### config.mk
export PLATFORM = sky130hd
export DESIGN_NAME = mix_sink
export DESIGN_NICKNAME = d
export VERILOG_FILES = /design/src/rtl/mix_pkg.sv /design/src/rtl/mix_sink_fifo.sv /design/src/rtl/mix_sink.sv
export SDC_FILE = /design/constraint.sdc
export NUM_CORES = 1
export LEC_CHECK = 0
export BUFFER_PORTS_ARGS = -buffer_cell sky130_fd_sc_hd__buf_4
export CAP_MARGIN = 20
export CORE_MARGIN = 10
export CORE_UTILIZATION = 54
export DETAILED_ROUTE_END_ITERATION = 8
export PLACE_DENSITY = 0.79
export SLEW_MARGIN = 5
export SYNTH_ARGS = -nofsm -noshare
export SYNTH_HDL_FRONTEND = slang
export SYNTH_SLANG_ARGS = --single-unit
### constraint.sdc
create_clock -name clk -period 2.9 [get_ports clk]
set_clock_uncertainty 0.15 [all_clocks]
set_input_delay 0.29 -clock clk [delete_from_list [all_inputs] [get_ports clk]]
set_output_delay 0.29 -clock clk [all_outputs]
set_load 0.02 [all_outputs]
### src/rtl/mix_pkg.sv
// Shared definitions for the mix_sink buffer: counter width, clog2 helper
// and the per-cycle buffer operation encoding.
package mix_pkg;

  localparam int CNT_W = 16;

  typedef enum logic [1:0] {
    OP_IDLE = 2'd0,
    OP_PUSH = 2'd1,
    OP_POP  = 2'd2,
    OP_BOTH = 2'd3
  } fifo_op_e;

  // Ceiling log2; callers guarantee value >= 2.
  function automatic int clog2(input int value);
    int result;
    int remain;
    result = 0;
    remain = value - 1;
    while (remain > 0) begin
      result = result + 1;
      remain = remain >> 1;
    end
    return result;
  endfunction

endpackage

### src/rtl/mix_sink_fifo.sv
// Register-based circular buffer for mix_sink: storage, wrapping pointers and
// occupancy. The head entry is read straight from the storage registers.
module mix_sink_fifo
  import mix_pkg::*;
#(
  parameter int WIDTH = 8,
  parameter int DEPTH = 4
) (
  input  logic                   clk,
  input  logic                   rst,
  input  logic                   clear,
  input  logic                   push,
  input  logic                   pop,
  input  logic [WIDTH-1:0]       wr_data,
  output logic [WIDTH-1:0]       rd_data,
  output logic [clog2(DEPTH):0]  level
);

  localparam int PW = clog2(DEPTH);
  localparam int LW = PW + 1;
  localparam logic [LW-1:0] FULL_LVL = LW'(DEPTH);

  logic [WIDTH-1:0] mem [DEPTH];
  logic [PW-1:0]    wr_ptr;
  logic [PW-1:0]    rd_ptr;
  logic             push_ok;
  logic             pop_ok;
  fifo_op_e         op;

  // Never write when full or read when empty, even if the caller misbehaves.
  assign push_ok = push && (level != FULL_LVL);
  assign pop_ok  = pop && (level != '0);

  always_comb begin
    op = OP_IDLE;
    if (push_ok && pop_ok) begin
      op = OP_BOTH;
    end else if (push_ok) begin
      op = OP_PUSH;
    end else if (pop_ok) begin
      op = OP_POP;
    end
  end

  always_ff @(posedge clk or negedge rst) begin
    if (!rst) begin
      for (int i = 0; i < DEPTH; i++) begin
        mem[i] <= '0;
      end
    end else if (!clear && push_ok) begin
      mem[wr_ptr] <= wr_data;
    end
  end

  // Pointers wrap naturally at DEPTH because DEPTH is a power of two.
  always_ff @(posedge clk or negedge rst) begin
    if (!rst) begin
      wr_ptr <= '0;
      rd_ptr <= '0;
      level  <= '0;
    end else if (clear) begin
      wr_ptr <= '0;
      rd_ptr <= '0;
      level  <= '0;
    end else begin
      case (op)
        OP_PUSH: begin
          wr_ptr <= wr_ptr + PW'(1);
          level  <= level + LW'(1);
        end
        OP_POP: begin
          rd_ptr <= rd_ptr + PW'(1);
          level  <= level - LW'(1);
        end
        OP_BOTH: begin
          wr_ptr <= wr_ptr + PW'(1);
          rd_ptr <= rd_ptr + PW'(1);
        end
        default: begin
        end
      endcase
    end
  end

  assign rd_data = mem[rd_ptr];

endmodule

### src/rtl/mix_sink.sv
// Byte sink with buffering, accepted-byte counter and sticky overflow flag.
// Define MIX_SINK_CHECKSUM_EN to build the running 16-bit checksum; otherwise csum is 0.
module mix_sink
  import mix_pkg::*;
#(
  parameter int WIDTH = 8,
  parameter int DEPTH = 4
) (
  input  logic                   clk,
  input  logic                   rst,
  input  logic [WIDTH-1:0]       in_data,
  input  logic                   in_valid,
  output logic                   in_ready,
  output logic [WIDTH-1:0]       out_data,
  output logic                   out_valid,
  input  logic                   out_ready,
  input  logic                   clear,
  output logic [clog2(DEPTH):0]  level,
  output logic [CNT_W-1:0]       byte_cnt,
  output logic [CNT_W-1:0]       csum,
  output logic                   overflow
);

  localparam int LW = clog2(DEPTH) + 1;
  localparam logic [LW-1:0] FULL_LVL = LW'(DEPTH);

  logic push;
  logic pop;

  // Handshakes derive only from registered level, so in_ready ignores out_ready.
  assign in_ready  = (level != FULL_LVL);
  assign out_valid = (level != '0);
  assign push      = in_valid && in_ready;
  assign pop       = out_valid && out_ready;

  mix_sink_fifo #(
    .WIDTH (WIDTH),
    .DEPTH (DEPTH)
  ) u_fifo (
    .clk     (clk),
    .rst     (rst),
    .clear   (clear),
    .push    (push),
    .pop     (pop),
    .wr_data (in_data),
    .rd_data (out_data),
    .level   (level)
  );

  always_ff @(posedge clk or negedge rst) begin
    if (!rst) begin
      byte_cnt <= '0;
      overflow <= 1'b0;
    end else if (clear) begin
      byte_cnt <= '0;
      overflow <= 1'b0;
    end else begin
      if (push) begin
        byte_cnt <= byte_cnt + CNT_W'(1);
      end
      if (in_valid && !in_ready) begin
        overflow <= 1'b1;
      end
    end
  end

`ifdef MIX_SINK_CHECKSUM_EN
  logic [CNT_W-1:0] csum_q;

  always_ff @(posedge clk or negedge rst) begin
    if (!rst) begin
      csum_q <= '0;
    end else if (clear) begin
      csum_q <= '0;
    end else if (push) begin
      csum_q <= csum_q + CNT_W'(in_data);
    end
  end

  assign csum = csum_q;
`else
  assign csum = '0;
`endif

endmodule

* Word level (Yosys, flattened, before mapping) *
Index checks and enable logic that the tools add are counted.

storage, ports and cells
  register bits after elaboration = 56
  input bits = 13
  logic and storage cells = 60

cells by class
  add/sub/neg operators = 5
  magnitude comparators = 3
  equal/unequal tests = 4
  mux-type cells = 19
  bitwise logic cells = 2
  reduce and logical (&&, ||, !) cells = 18

operators with widths
  operator                 count
  $bwmux W32               1
  $mux W16                 2
  $mux W8                  3
  $add A16 B1 Y16 const B  1
  $bmux W8 S2              1
  $demux W8 S2             1
  $mux W2                  7
  $logic_and A1 B1 Y1      8
  $reduce_bool A2 Y1       4
  $ge A3 B3 Y1 const B     2
  $not A2 Y3               2
  $pmux W3 S2              1
  $reduce_bool A3 Y1       2
  $add A2 B1 Y2 const B    2
  $eq A2 B2 Y1 const B     2
  $reduce_or A2 Y1         2
  $add A3 B1 Y3 const B    1
  $lt A3 B1 Y1 const B     1
  $mux W3                  1
  $ne A3 B3 Y1 const B     1
  $sub A3 B1 Y3 const B    1
  $eq A2 B1 Y1 const B     1
  $logic_not A1 Y1         2
  $mux W1                  2

* Logic depth before layout (Yosys ltp) *
  depth in word-level cells = 10
  gate-level depth with buffers = 8

* Cells and area by module *
Synthesis repeated with hierarchy kept, for this count alone.

second synthesis, totals
  cell total of the unflattened synthesis = 246
  area, all modules = 2,970.3 sq um

modules (own cells, without submodules)
  module         instances  cells an instance  area each (sq um)
  mix_sink_fifo  1          140                1,985.7
  mix_sink       1          106                984.7

* Worst setup path before layout *
OpenSTA, ideal clock, no wires.

  kind = register to register
  start = register u_fifo.level[2]
  end = register u_fifo.level[2]
  setup time = 0.078 ns
  arrival time = 2.009 ns
  path slack = 0.663 ns
  stages on the path, launching flop included = 9
  buffers on the path = 1
  period minus slack after synthesis = 2.237 ns
  cells stage by stage = dfrtp_1 > nor3b_4 > inv_2 > buf_2 > a21oi_1 > fa_1 > a211o_1 > a21o_1 > a21oi_1

RTL lines
  what                                            RTL line                                  source
  start: declaration                              mix_sink_fifo.sv:16                       output logic [clog2(DEPTH):0] level
  start signal: assignment                        mix_sink_fifo.sv:69                       level <= level + LW'(1);
  start signal: assignment                        mix_sink_fifo.sv:73                       level <= level - LW'(1);
  $ne A3 B3 Y1 (*)                                mix_sink.sv:31                            assign in_ready = (level != FULL_LVL);
  named net in_ready                              mix_sink.sv:13                            output logic in_ready,
  $logic_and A1 B1 Y1                             mix_sink.sv:33                            assign push = in_valid && in_ready;
  $logic_and A1 B1 Y1 (*)                         mix_sink_fifo.sv:31                       assign push_ok = push && (level != FULL_LVL);
  $mux W2 or $logic_and A1 B1 Y1 (tied branches)  mix_sink_fifo.sv:38, mix_sink_fifo.sv:36
  $mux W2 (*)                                     mix_sink_fifo.sv:36                       if (push_ok && pop_ok) begin
  $eq A2 B2 Y1 or $eq A2 B1 Y1 (tied branches)    mix_sink_fifo.sv:66                       case (op)
  $pmux W3 S2                                     mix_sink_fifo.sv:66
  $mux W3                                         mix_sink_fifo.sv:61                       end else if (clear) begin

Mark *: on every way through the listed nets, which the timed path passes. The rest lies on a longest branch.
A chain may end at the register's enable or synchronous reset.

* Worst setup path after layout *
  start = register u_fifo.level[0]
  end = register u_fifo.level[2]

between the ends
  cells in the longest elaborated chain, start to end = 9

RTL lines
  what                                          RTL line                             source
  $reduce_bool A3 Y1                            mix_sink_fifo.sv:32, mix_sink.sv:32
  $logic_and A1 B1 Y1                           mix_sink.sv:34                       assign pop = out_valid && out_ready;
  $logic_and A1 B1 Y1                           mix_sink_fifo.sv:32                  assign pop_ok = pop && (level != '0);
  $mux W2                                       mix_sink_fifo.sv:40                  end else if (pop_ok) begin
  $mux W2                                       mix_sink_fifo.sv:38                  end else if (push_ok) begin
  $mux W2                                       mix_sink_fifo.sv:36
  $eq A2 B2 Y1 or $eq A2 B1 Y1 (tied branches)  mix_sink_fifo.sv:66
  $pmux W3 S2                                   mix_sink_fifo.sv:66
  $mux W3                                       mix_sink_fifo.sv:61

Several ways; a longest one is shown, not always the timed one.

==> results.json <==
{
  "status": "completed",
  "cts.sinks": 56,
  "cp_slowest_stage_delay_ns": 0.50,
  "cap_violations": 0,
  "rows": 26,
  "synth-edff-count": 0,
  "cts_tree": "yes",
  "place_hpwl_mm": 3.85,
  "cts_buffer_depth": 2,
  "first_global_vias": 1883,
  "post-route-period-util": 0.781,
  "comb_power_share": 0.378,
  "clockPowerShare": 0.163,
  "fmax_mhz": 442,
  "fill_cells": 426,
  "cpMaxStageDelayCell": "o31ai_2",
  "numCtsBuffers": 5,
  "p_sw_frac": 0.342,
  "synth.avg_cell_area_sq_um": 12.3,
  "start_util": 0.551,
  "route.detailed.drc": 0,
  "fin_crit_ns": 2.26,
  "worstPathMaxFanout": 7,
  "synth_compound_area_frac": 0.0488,
  "synth_largest_area_cell": "dfrtp_1",
  "die_area_sq_um": 8450,
  "finalHoldViolCount": 0,
  "first_iter_violations": 74,
  "ys_seq_area_frac": 0.501,
  "drtAntennaViolNets": 0,
  "start_kind": "flip-flop",
  "p_leak_nw": 1.46,
  "detail_route.first_pass.iterations": 4,
  "antennaDiodeCount": 0,
  "synth_area_sq_um": 2800,
  "ys.flop_type": "dfrtp_1",
  "num_vias": 1820,
  "tightestPinTransition_ns": 0.698,
  "setup_tns_ns": 0,
  "seq_power_share": 0.459,
  "critPathKind": "flip-flop to flip-flop",
  "stdcell_area_sq_um": 3200,
  "p_switching_uw": 893,
  "yosys.area_share.xor_xnor": 0.0376,
  "avgViaCountPerCell": 5.35,
  "ctsResizeCount": 0,
  "cpLargestDelayFamily": "compound AO/OA/AOI/OAI gates",
  "hp-class": "input port to flip-flop",
  "powerDensity_nw_per_um2": 816,
  "cp_num_buf_inv": 0,
  "worstSkewPairLatency_ns": 0.30,
  "pin_count": 59,
  "grt_setup_unrepaired": "no",
  "wl_mm": 5.40,
  "synth_top_area_frac": 0.501,
  "arrival_ns": 2.35,
  "grt_first_pass_wirelength_mm": 9.23,
  "worstPathRequired_ns": 2.99,
  "placed_cell_area_sq_um": 3100,
  "netlist-cell-type-count": 37,
  "syn-instance-count": 227,
  "drv_slew": 0,
  "dp_slack_ns": 0.639,
  "relSlewSlack": 0.534,
  "finalWeightedCongestion": 0.758,
  "setup_viol": 0,
  "wl_per_cell_microns": 15.9,
  "crit_top_cell": "a21oi_1",
  "h-tree-depth": 2,
  "synthMuxAreaShare": 0.201,
  "fin_ws_ns": 0.635,
  "synth_top_family_by_area": "multiplexers",
  "clkTransAtPathRegs_ns": 0.10,
  "track_usage": 0.131,
  "p_int_mw": 1.72,
  "synth_fa_ha_area_frac": 0.0295,
  "synth_seq_cells": 56,
  "root_buffer": "clkbuf_8",
  "peakVddDrop_mv": 0.518,
  "crit_chain": "o31ai_2 > a21oi_1 > fa_1 > a211o_1 > a21o_1 > a21oi_1",
  "layout.nets": 288,
  "grt_start_max_net_pins": 57,
  "ys_top_cells_by_area": "dfrtp_1 (50%), mux2_2 (8.1%), mux4_2 (6.4%)",
  "antenna_found_initial": 0,
  "overflow": 0,
  "portBuffers": 42,
  "die_w_microns": 91.9,
  "crit_path_end_kind": "flip-flop",
  "layout-drive-gt1-share": 0.304,
  "yosysWarnings": 0,
  "areaGrowthSynthToFinish_pct": 14.5,
  "async_reset_ff_frac": 1.00,
  "coreArea_sq_um": 5070,
  "synthSimpleGateAreaFrac": 0.118,
  "die_y_microns": 91.9
}
## synth_stat cells, types with 2 or more instances
cell,instances
a21oi_1,12
and3_1,2
and4_1,2
buf_1,3
buf_4,17
clkbuf_1,2
dfrtp_1,56
ha_1,5
inv_1,5
mux2_1,13
mux2_2,20
mux4_2,8
nand2_1,12
nand2b_1,3
nand3_1,8
nand4_1,3
nor2_1,14
o21ai_0,2
o31ai_1,5
or3_1,4
or4_1,5
xnor2_1,7
xor2_1,5
## worst register-to-register path, delay by kind of cell, from the launching register on
kind | cells | cell delay (ns)
compound gates | 5 | 1.16
flops | 1 | 0.49
fa+ha+maj | 1 | 0.41
## routing by layer
layer | global-route usage | share of wire | vias to the layer above
met5 | 0 | 0 | -
met4 | 0.0347 | 0.0072 | 0
met3 | 0.0513 | 0.072 | 5
met2 | 0.195 | 0.45 | 51
met1 | 0.173 | 0.47 | 904
li1 | - | - | 860
## repair_timing
item | 4_1_cts | 5_1_grt
setup endpoints to repair | 0 | 0
hold buffers | 1 | 0
hold endpoints to repair | 56 | 0
setup buffers | 0 | 0
## placed cells by master, fill, tap and decap left out, drive strengths merged
master | Yosys | routed
dfrtp | 56 | 56
buf | 21 | 42
mux2 | 33 | 33
conb | 1 | 16
nor2 | 14 | 14
a21oi | 12 | 12
nand2 | 12 | 12
mux4 | 8 | 8
nand3 | 8 | 8
xnor2 | 7 | 7
inv | 6 | 6
o31ai | 6 | 6
clkbuf | 2 | 6
or4 | 5 | 5
xor2 | 5 | 5
ha | 5 | 5
or3 | 4 | 4
nand4 | 4 | 4
nand2b | 3 | 3
nor3b | 3 | 3
and3 | 2 | 2
and4 | 2 | 2
o21ai | 2 | 2
nor2b | 1 | 1
a211o | 1 | 1
a21o | 1 | 1
nor3 | 1 | 1
mux2i | 1 | 1
fa | 1 | 1
clkinvlp | 0 | 1
clkinv | 0 | 1
dlygate4sd3 | 0 | 1
## worst paths after layout
check	cells past startpoint	to	slack, ns	from
max	6	u_fifo.level[2]$_DFFE_PN0P_	0.64	u_fifo.level[0]$_DFFE_PN0P_
min	2	u_fifo.mem[26]$_DFFE_PN0P_	0.07	in_data[2]
max reg2reg	6	u_fifo.level[2]$_DFFE_PN0P_	0.64	u_fifo.level[0]$_DFFE_PN0P_
min reg2reg	1	u_fifo.mem[20]$_DFFE_PN0P_	0.35	u_fifo.mem[20]$_DFFE_PN0P_
max in group asynchronous	2	byte_cnt[7]$_DFFE_PN0P_	1.71	rst
min in group asynchronous	2	u_fifo.mem[28]$_DFFE_PN0P_	0.41	rst
## area by class of cell
type	count	area, sq um	share of cell area
Timing Repair Buffer	43	325	0.102
Sequential cell	56	1400	0.438
Tap cell	70	87.6	0.0274
Clock inverter	2	16.3	0.00508
Multi-Input combinational cell	157	1280	0.399
Clock buffer	6	72.6	0.0227
Inverter	6	22.5	0.00703
## cell families (layout without fill, tap and decap cells)
logic type,after synthesis,count (layout)
other cells,1,16
xor+xnor,12,12
simple gates,59,59
mux,42,42
buf+inv,29,57
compound gates,22,22
flops,56,56
fa+ha+maj,6,6
## power groups by stage
stage	sequential (mW)	combinational (mW)	clock [mW]
final	1.20	0.988	0.425
after detailed placement	1.22	1.00	0
after CTS	1.20	1.00	0.440
after floorplan	1.17	0.720	0
after global routing	1.24	1.08	0.462
after global placement	1.21	0.983	0
## registers in the layout (all words and copies together) (netlist names)
register and cells:
u_fifo.level 3, overflow 1, u_fifo.wr_ptr 2, byte_cnt 16, u_fifo.mem 32, u_fifo.rd_ptr 2
## through the flow
step / hold slack [ns] / power [mW] / cells / utilization
floorplan: -0.156 / 1.89 / 242 / -
global placement: 0.233 / 2.19 / 331 / 0.611
detailed placement: 0.232 / 2.22 / 331 / 0.611
CTS: 0.0587 / 2.65 / 340 / 0.631
global route: 0.0589 / 2.78 / 340 / 0.631
finish: 0.0692 / 2.61 / 340 / 0.631
Note: power is estimated with default switching activity, not from simulation.
